--- config.mk ---
export PLATFORM = sky130hd
export DESIGN_NAME = mant_deser23_flat
export DESIGN_NICKNAME = d
export VERILOG_FILES = /design/src/rtl/alu_ser_pkg.sv /design/src/rtl/mant_deser23_if.sv /design/src/rtl/ser_bit_counter.sv /design/src/rtl/mant_deser23.sv /design/src/flat_wrapper.sv
export SDC_FILE = /design/constraint.sdc
export NUM_CORES = 1
export LEC_CHECK = 0
export CORE_UTILIZATION = 50
export CTS_BUF_LIST = sky130_fd_sc_hd__clkbuf_8
export DETAILED_ROUTE_END_ITERATION = 10
export PLACE_DENSITY = 0.79
export SLEW_MARGIN = 40
export SYNTH_ARGS = -nofsm -noshare
export SYNTH_HDL_FRONTEND = slang
export SYNTH_SLANG_ARGS = --single-unit
--- constraint.sdc ---
create_clock -name clk -period 2.55 [get_ports clk]
set_input_delay 0.51 -clock clk [delete_from_list [all_inputs] [get_ports clk]]
set_output_delay 0.51 -clock clk [all_outputs]
set_load 0.02 [all_outputs]
--- src/rtl/alu_ser_pkg.sv ---
// Shared definitions for the ALU mantissa serial link.
// Holds the link FSM states, the default mantissa width and the bit-order encodings.
package alu_ser_pkg;

   typedef enum logic [1:0] {
      IDLE  = 2'd0,
      SHIFT = 2'd1,
      HOLD  = 2'd2
   } ser_state_t;

   localparam int unsigned MANT_W = 23;

   localparam logic ORDER_LSB_FIRST = 1'b0;
   localparam logic ORDER_MSB_FIRST = 1'b1;

   // Serial frame length: data bits plus an optional trailing parity bit.
   function automatic int unsigned frame_len(input int unsigned width, input bit parity);
      return parity ? width + 1 : width;
   endfunction

endpackage

--- src/rtl/mant_deser23_if.sv ---
// Serial-in / parallel-out handshake bundle of the mantissa deserializer.
// The slave modport is the receiver's view; the master modport is the environment's.
interface mant_deser23_if #(
   parameter int unsigned WIDTH = alu_ser_pkg::MANT_W
);
   logic             s_valid;
   logic             s_bit;
   logic             reverse;
   logic             s_ready;
   logic             m_valid;
   logic [WIDTH-1:0] m_data;
   logic             m_ready;
   logic             m_perr;

   modport slave (
      input  s_valid, s_bit, reverse, m_ready,
      output s_ready, m_valid, m_data, m_perr
   );

   modport master (
      output s_valid, s_bit, reverse, m_ready,
      input  s_ready, m_valid, m_data, m_perr
   );
endinterface

--- src/rtl/ser_bit_counter.sv ---
// Modulo-WIDTH bit counter for the mantissa serial link (shared with the serializer).
// tc flags the last count; an increment at tc wraps back to zero.
module ser_bit_counter
   import alu_ser_pkg::*;
#(
   parameter int unsigned WIDTH = MANT_W
) (
   input  logic                     clk,
   input  logic                     rst_n,
   input  logic                     clr,
   input  logic                     inc,
   output logic [$clog2(WIDTH)-1:0] cnt,
   output logic                     tc
);
   localparam int unsigned CW = $clog2(WIDTH);

   assign tc = (cnt == CW'(WIDTH - 1));

   always_ff @(posedge clk or negedge rst_n) begin
      if (!rst_n) begin
         cnt <= '0;
      end else if (clr) begin
         cnt <= '0;
      end else if (inc) begin
         cnt <= tc ? '0 : cnt + 1'b1;
      end
   end
endmodule

--- src/rtl/mant_deser23.sv ---
// Bit-serial to parallel mantissa receiver with per-frame LSB/MSB-first ordering.
// Optional trailing even-parity bit enabled by defining DESER_PARITY_EN.
module mant_deser23
   import alu_ser_pkg::*;
#(
   parameter int unsigned WIDTH = MANT_W
) (
   input  logic               clk,
   input  logic               rst_n,
   input  logic               flush,
   output logic               busy,
   mant_deser23_if.slave      bus
);
`ifdef DESER_PARITY_EN
   localparam int unsigned FRAME = frame_len(WIDTH, 1'b1);
`else
   localparam int unsigned FRAME = frame_len(WIDTH, 1'b0);
`endif
   localparam int unsigned CW = $clog2(FRAME);

   ser_state_t       state_q, state_d;
   logic             rev_q;
   logic [WIDTH-1:0] data_q;
   logic [WIDTH-1:0] we;
   logic [CW-1:0]    cnt;
   logic             tc;
   logic             ready;
   logic             accept;
   logic             order;

   assign ready  = (state_q != HOLD);
   assign accept = bus.s_valid && ready;
   // The first bit of a frame uses the live flag; later bits use the latched copy.
   assign order  = (state_q == IDLE) ? bus.reverse : rev_q;

   ser_bit_counter #(.WIDTH(FRAME)) u_cnt (
      .clk   (clk),
      .rst_n (rst_n),
      .clr   (flush),
      .inc   (accept),
      .cnt   (cnt),
      .tc    (tc)
   );

   always_comb begin
      state_d = state_q;
      case (state_q)
         IDLE:    if (accept) state_d = SHIFT;
         SHIFT:   if (accept && tc) state_d = HOLD;
         HOLD:    if (bus.m_ready) state_d = IDLE;
         default: state_d = IDLE;
      endcase
      if (flush) state_d = IDLE;
   end

   // A parity bit (cnt == WIDTH) matches no data position and is never stored.
   always_comb begin
      we = '0;
      for (int unsigned i = 0; i < WIDTH; i++) begin
         if (accept && !flush) begin
            if (order == ORDER_MSB_FIRST) we[i] = (cnt == CW'(WIDTH - 1 - i));
            else                          we[i] = (cnt == CW'(i));
         end
      end
   end

   always_ff @(posedge clk or negedge rst_n) begin
      if (!rst_n) begin
         state_q <= IDLE;
         rev_q   <= ORDER_LSB_FIRST;
         data_q  <= '0;
      end else begin
         state_q <= state_d;
         if (accept && !flush && state_q == IDLE) rev_q <= bus.reverse;
         for (int unsigned i = 0; i < WIDTH; i++) begin
            if (we[i]) data_q[i] <= bus.s_bit;
         end
      end
   end

`ifdef DESER_PARITY_EN
   logic par_q;

   always_ff @(posedge clk or negedge rst_n) begin
      if (!rst_n) begin
         par_q <= 1'b0;
      end else if (accept && !flush) begin
         par_q <= (state_q == IDLE) ? bus.s_bit : (par_q ^ bus.s_bit);
      end
   end

   assign bus.m_perr = (state_q == HOLD) && par_q;
`else
   assign bus.m_perr = 1'b0;
`endif

   assign bus.s_ready = ready;
   assign bus.m_valid = (state_q == HOLD);
   assign bus.m_data  = data_q;
   assign busy        = (state_q == SHIFT);
endmodule

--- src/flat_wrapper.sv ---
// flat-port wrapper written by rule: the top's interface ports become plain ports
module mant_deser23_flat import alu_ser_pkg::*;
#(
   parameter int unsigned WIDTH = MANT_W
)
  (clk, rst_n, flush, busy, bus_s_valid, bus_s_bit, bus_reverse, bus_m_ready, bus_s_ready, bus_m_valid, bus_m_data, bus_m_perr);
  mant_deser23_if #(.WIDTH(WIDTH)) bus_i ();
  input  logic clk;
  input  logic rst_n;
  input  logic flush;
  output logic busy;
  input wire logic [$bits(bus_i.s_valid)-1:0] bus_s_valid;
  input wire logic [$bits(bus_i.s_bit)-1:0] bus_s_bit;
  input wire logic [$bits(bus_i.reverse)-1:0] bus_reverse;
  input wire logic [$bits(bus_i.m_ready)-1:0] bus_m_ready;
  output wire logic [$bits(bus_i.s_ready)-1:0] bus_s_ready;
  output wire logic [$bits(bus_i.m_valid)-1:0] bus_m_valid;
  output wire logic [$bits(bus_i.m_data)-1:0] bus_m_data;
  output wire logic [$bits(bus_i.m_perr)-1:0] bus_m_perr;
  assign bus_i.s_valid = bus_s_valid;
  assign bus_i.s_bit = bus_s_bit;
  assign bus_i.reverse = bus_reverse;
  assign bus_i.m_ready = bus_m_ready;
  assign bus_s_ready = bus_i.s_ready;
  assign bus_m_valid = bus_i.m_valid;
  assign bus_m_data = bus_i.m_data;
  assign bus_m_perr = bus_i.m_perr;
  mant_deser23 #(.WIDTH(WIDTH)) u_core (.clk(clk), .rst_n(rst_n), .flush(flush), .busy(busy), .bus(bus_i));
endmodule
==> results of run 1 <==
[cell usage after synthesis, types with 3 or more instances]
master    count
nand2_1      17
mux2_2       17
nand3_1      10
nor3_1        7
nand2b_1      4
mux2_1        3
nor2b_1       5
o22ai_1       4
buf_6         5
o21ai_1       5
xnor2_1       3
dfrtp_1      31
a21oi_1       6
o21ai_0      13
ha_1          5
inv_1         3
nor4_1        4
nor2_1       16
buf_2         4
[metrics by stage]
| step | std cells | cell area (µm²) | total power [mW] |
|---|---|---|---|
| after floorplan | 197 | 1910 | 0.754 |
| after global placement | 268 | 2230 | 0.866 |
| after detailed placement | 268 | 2230 | 0.874 |
| after CTS | 276 | 2330 | 1.31 |
| after global routing | 276 | 2330 | 1.36 |
| final | 276 | 2330 | 1.30 |
[area by class of cell]
cell class	instances	area, µm²
Fill cell	311	1330
Multi-Input combinational cell	148	1020
Sequential cell	31	776
Timing Repair Buffer	36	350
Clock buffer	7	96.3
Tap cell	48	60.1
Inverter	5	21.3
Clock inverter	1	7.51
[kinds of logic after synthesis]
kind of cell             after synthesis
buffers and inverters                 18
flip-flops                            31
AND/OR/NAND/NOR                       80
XOR/XNOR                               3
multiplexers                          21
adder cells (fa/ha/maj)                5
AO/OA/AOI/OAI                         38
other                                  1
[registers in the layout, summed over array words and instances, names as in the netlist]
name               flops
u_core.state_q         2
u_core.u_cnt.cnt       5
u_core.bus.m_data     23
u_core.rev_q           1
[power by group through the flow]
stage          Clock, mW  Sequential, mW  Combinational, mW
5_1_grt            0.463           0.578              0.317
3_3_place_gp           0           0.578              0.288
6_report           0.432           0.571              0.293
4_1_cts            0.442           0.572              0.295
2_1_floorplan          0           0.619              0.135
3_5_place_dp           0           0.581              0.293
[routing by layer]
layer	wire length, µm	track usage (%)	vias to the layer above
met3	222	3.57	6
met4	38	9.66	0
met1	1810	29.2	733
li1	-	-	754
met2	1900	34.0	58
met5	0	0	-
[how the worst min path moves through the flow]
stage | to | slack (ns) | cells after the start
finish | u_core.bus.m_data[19]$_DFFE_PN0P_ | 0.49 | 1
global route | u_core.bus.m_data[19]$_DFFE_PN0P_ | 0.52 | 1
CTS | u_core.bus.m_data[19]$_DFFE_PN0P_ | 0.50 | 1
detailed placement | u_core.bus.m_data[19]$_DFFE_PN0P_ | 0.48 | 1
global placement | u_core.bus.m_data[15]$_DFFE_PN0P_ | 0.48 | 1
floorplan | u_core.bus.m_data[0]$_DFFE_PN0P_ | 0.21 | 0
[layout by cell type, fill, tap and decap left out, drive strengths merged, types with 2 or more instances in the layout]
| cell type | count |
|---|---|
| clkbuf | 7 |
| dfrtp | 31 |
| nand2b | 5 |
| nand3b | 2 |
| clkdlybuf4s50 | 32 |
| mux2 | 20 |
| xnor2 | 3 |
| o21ai | 19 |
| nand3 | 10 |
| nor4 | 4 |
| ha | 5 |
| nand2 | 18 |
| nor3 | 9 |
| nor3b | 3 |
| buf | 4 |
| a21oi | 6 |
| inv | 4 |
| o22ai | 4 |
| nor2 | 17 |
| a311oi | 2 |
| nor2b | 5 |
==> results by group, run 1 <==
Run status
  • Status: finished, final reports clean

Synth
  • Cells after Synth: 197
  • Sequential area share after synthesis: between 40% and 50%
  • Area contributors post-synth: dfrtp_1 (41%), mux2_2 (10%), o21ai_0 (3.4%)
  • Async set or reset register ratio after synthesis: 100%
  • Adder-cell share of the synthesized area: between 3 and 4%
  • Synthesis-stage register bit count: 31
  • Post-synthesis simple-gate area fraction: around 24%
  • Ys flop type: dfrtp_1
  • Compound-Gate Fraction of Synth Area: about an eighth
  • Area of the mapped netlist: around 0.0019 mm²
  • Netlist cell types: 48
  • Syn Nets: between 200 and 250
  • Area leader, netlist: dfrtp_1
  • Synth Area in XOR/XNOR: about 1.4%
  • Yosys top cell area share: 40.5%
  • Post-synthesis mux area share: between 10% and 20%
  • Synth warn: 0
  • Average cell area after synthesis: just under 10 µm²
  • Main combinational cell family by area after synthesis: simple AND/OR/NAND/NOR gates
  • EDFF count, synth: 0

Timing
  • Final-report max-slew violation count: 0
  • Setup TNS: 0 ns
  • Max-slew headroom: approximately three fifths
  • Clk_skew: around 0.0064 ns
  • Min Hold Slack: just under 0.5 ns
  • Fmax: around 430 MHz
  • Setup WS post-layout: between 0.2 and 0.25 ns
  • Measured slew at the worst slew-check pin: ~0.62 ns
  • RSZ-0062 raised after global routing: false
  • Fin crit period: ~2.3 ns
  • Final setup viols: 0
  • Hold Fails Final Rpt: 0
  • Final period util: between 90% and 100%

Worst setup path
  • FF-to-FF Start: u_core.state_q[1]$_DFFE_PN0P_
  • Worst path depth: 3
  • Crit path buffers/inverters: 2
  • Reg2reg setup slack: about 0.65 ns
  • Reg2reg path depth: 5
  • Worst setup SP type: register
  • CP max stage delay: about 0.60 ns
  • WP data arrival: between 1.5 and 2 ns
  • Critical path start-end classification: register to primary output
  • Crit path from: u_core.state_q[0]$_DFFE_PN0P_
  • R2r endpoint: u_core.bus.m_data[12]$_DFFE_PN0P_
  • CP endpoint kind: primary output
  • WP data required: between 2 and 2.5 ns
  • Crit path to: bus_m_valid
  • Kind of cell adding the most delay to the critical path: buffers and inverters
  • Slowest cell on crit path: clkdlybuf4s50_1
  • Worst-path cell chain: nand2b_2 > inv_4 > clkdlybuf4s50_1
  • Worst-path fanout max: 9

Final layout
  • Layout cells sized above 1: ~18%
  • Number of diodes: 0
  • Total Nets Final: between 200 and 250
  • Post-route core utilization: between 60% and 70%
  • Area Overhead vs Synth: 21.7%

Clocking
  • Postcts setup bufs: 0
  • CTS Root Cell: clkbuf_8
  • CTS tree: done
  • Hold bufs inserted after CTS: 0
  • Worst-skew pair later-pin latency: between 0.2 and 0.3 ns
  • TritonCTS sink count: 31
  • CTS buffer count: 5
  • CTS H-tree depth: 2
  • Clk buf depth: 2
  • Clock transition at the registers of the reported paths: 0.07 ns
  • CTS resizes: 0

Worst hold path
  • Worst Hold Class: register to register
  • Hold path startpoint: u_core.bus.m_data[19]$_DFFE_PN0P_

Route
  • TritonRoute pass-1 iters: 4
  • Antenna viol nets, final: 0
  • DRC violations left: 0
  • Routed WL: approximately 4000 µm
  • Routed vias/inst: ~5.6
  • Via count: approximately 1600
  • WL/cell: approximately 14 µm
  • Starting DRT DRC Count: around 110

Die
  • Die Y: around 64 µm
  • Initial Utilization: between 50% and 60%
  • IO Count: 34
  • Chip Width: roughly 64 µm
  • Row cnt: 22
  • Total core area: 0.00366 mm²
  • Die area: 0.00408 mm²

Place
  • Port Buffers: 32
  • DP Wirelength: about 2700 µm
  • Placer congestion estimate: a little under 0.9
  • Worst slack, placed: 0.214 ns

Global routing
  • GRT Util Overall: a little over a fifth
  • Vias in the first global route: 1526
  • Largest net degree at the start of global routing: 32
  • First-pass GRT wire length: a little under 7000 µm
  • GRT overflow: 0
  • Initial antenna violation count: 0

Power and ir drop
  • LEAKAGE: roughly 0.97 nW
  • P_sw: 375 µW
  • Flop pwr share: between 40% and 50%
  • Gate power share: between 20% and 30%
  • Max IR drop VDD: roughly 400 µV
  • Power Dens Cells: roughly 560 mW/mm²
  • Clock share of power: around 33%
  • P_int: around 900 µW
  • Sw Share: just under 30%

Flow run
  • Max Cap Viol: 0
Power figures use the tool's default switching activity.
==> inputs of run 2 (changes only) <==
--- a/config.mk
+++ b/config.mk
@@ -5,11 +5,12 @@
 export SDC_FILE = /design/constraint.sdc
 export NUM_CORES = 1
 export LEC_CHECK = 0
+export CAP_MARGIN = 15
 export CORE_UTILIZATION = 50
 export CTS_BUF_LIST = sky130_fd_sc_hd__clkbuf_8
 export DETAILED_ROUTE_END_ITERATION = 10
 export PLACE_DENSITY = 0.79
-export SLEW_MARGIN = 40
+export SKIP_LAST_GASP = 1
 export SYNTH_ARGS = -nofsm -noshare
 export SYNTH_HDL_FRONTEND = slang
 export SYNTH_SLANG_ARGS = --single-unit
==> results of run 2 <==
Final layout, timing and power as in run 1 (identical DEF).
==> inputs of run 3 (changes only) <==
--- a/config.mk
+++ b/config.mk
@@ -8,7 +8,9 @@
 export CAP_MARGIN = 15
 export CORE_UTILIZATION = 50
 export CTS_BUF_LIST = sky130_fd_sc_hd__clkbuf_8
+export CTS_CLUSTER_DIAMETER = 120
 export DETAILED_ROUTE_END_ITERATION = 10
+export HOLD_SLACK_MARGIN = 0.1
 export PLACE_DENSITY = 0.79
 export SKIP_LAST_GASP = 1
 export SYNTH_ARGS = -nofsm -noshare
==> results of run 3 <==
Final layout, timing and power as in run 1 (identical DEF).
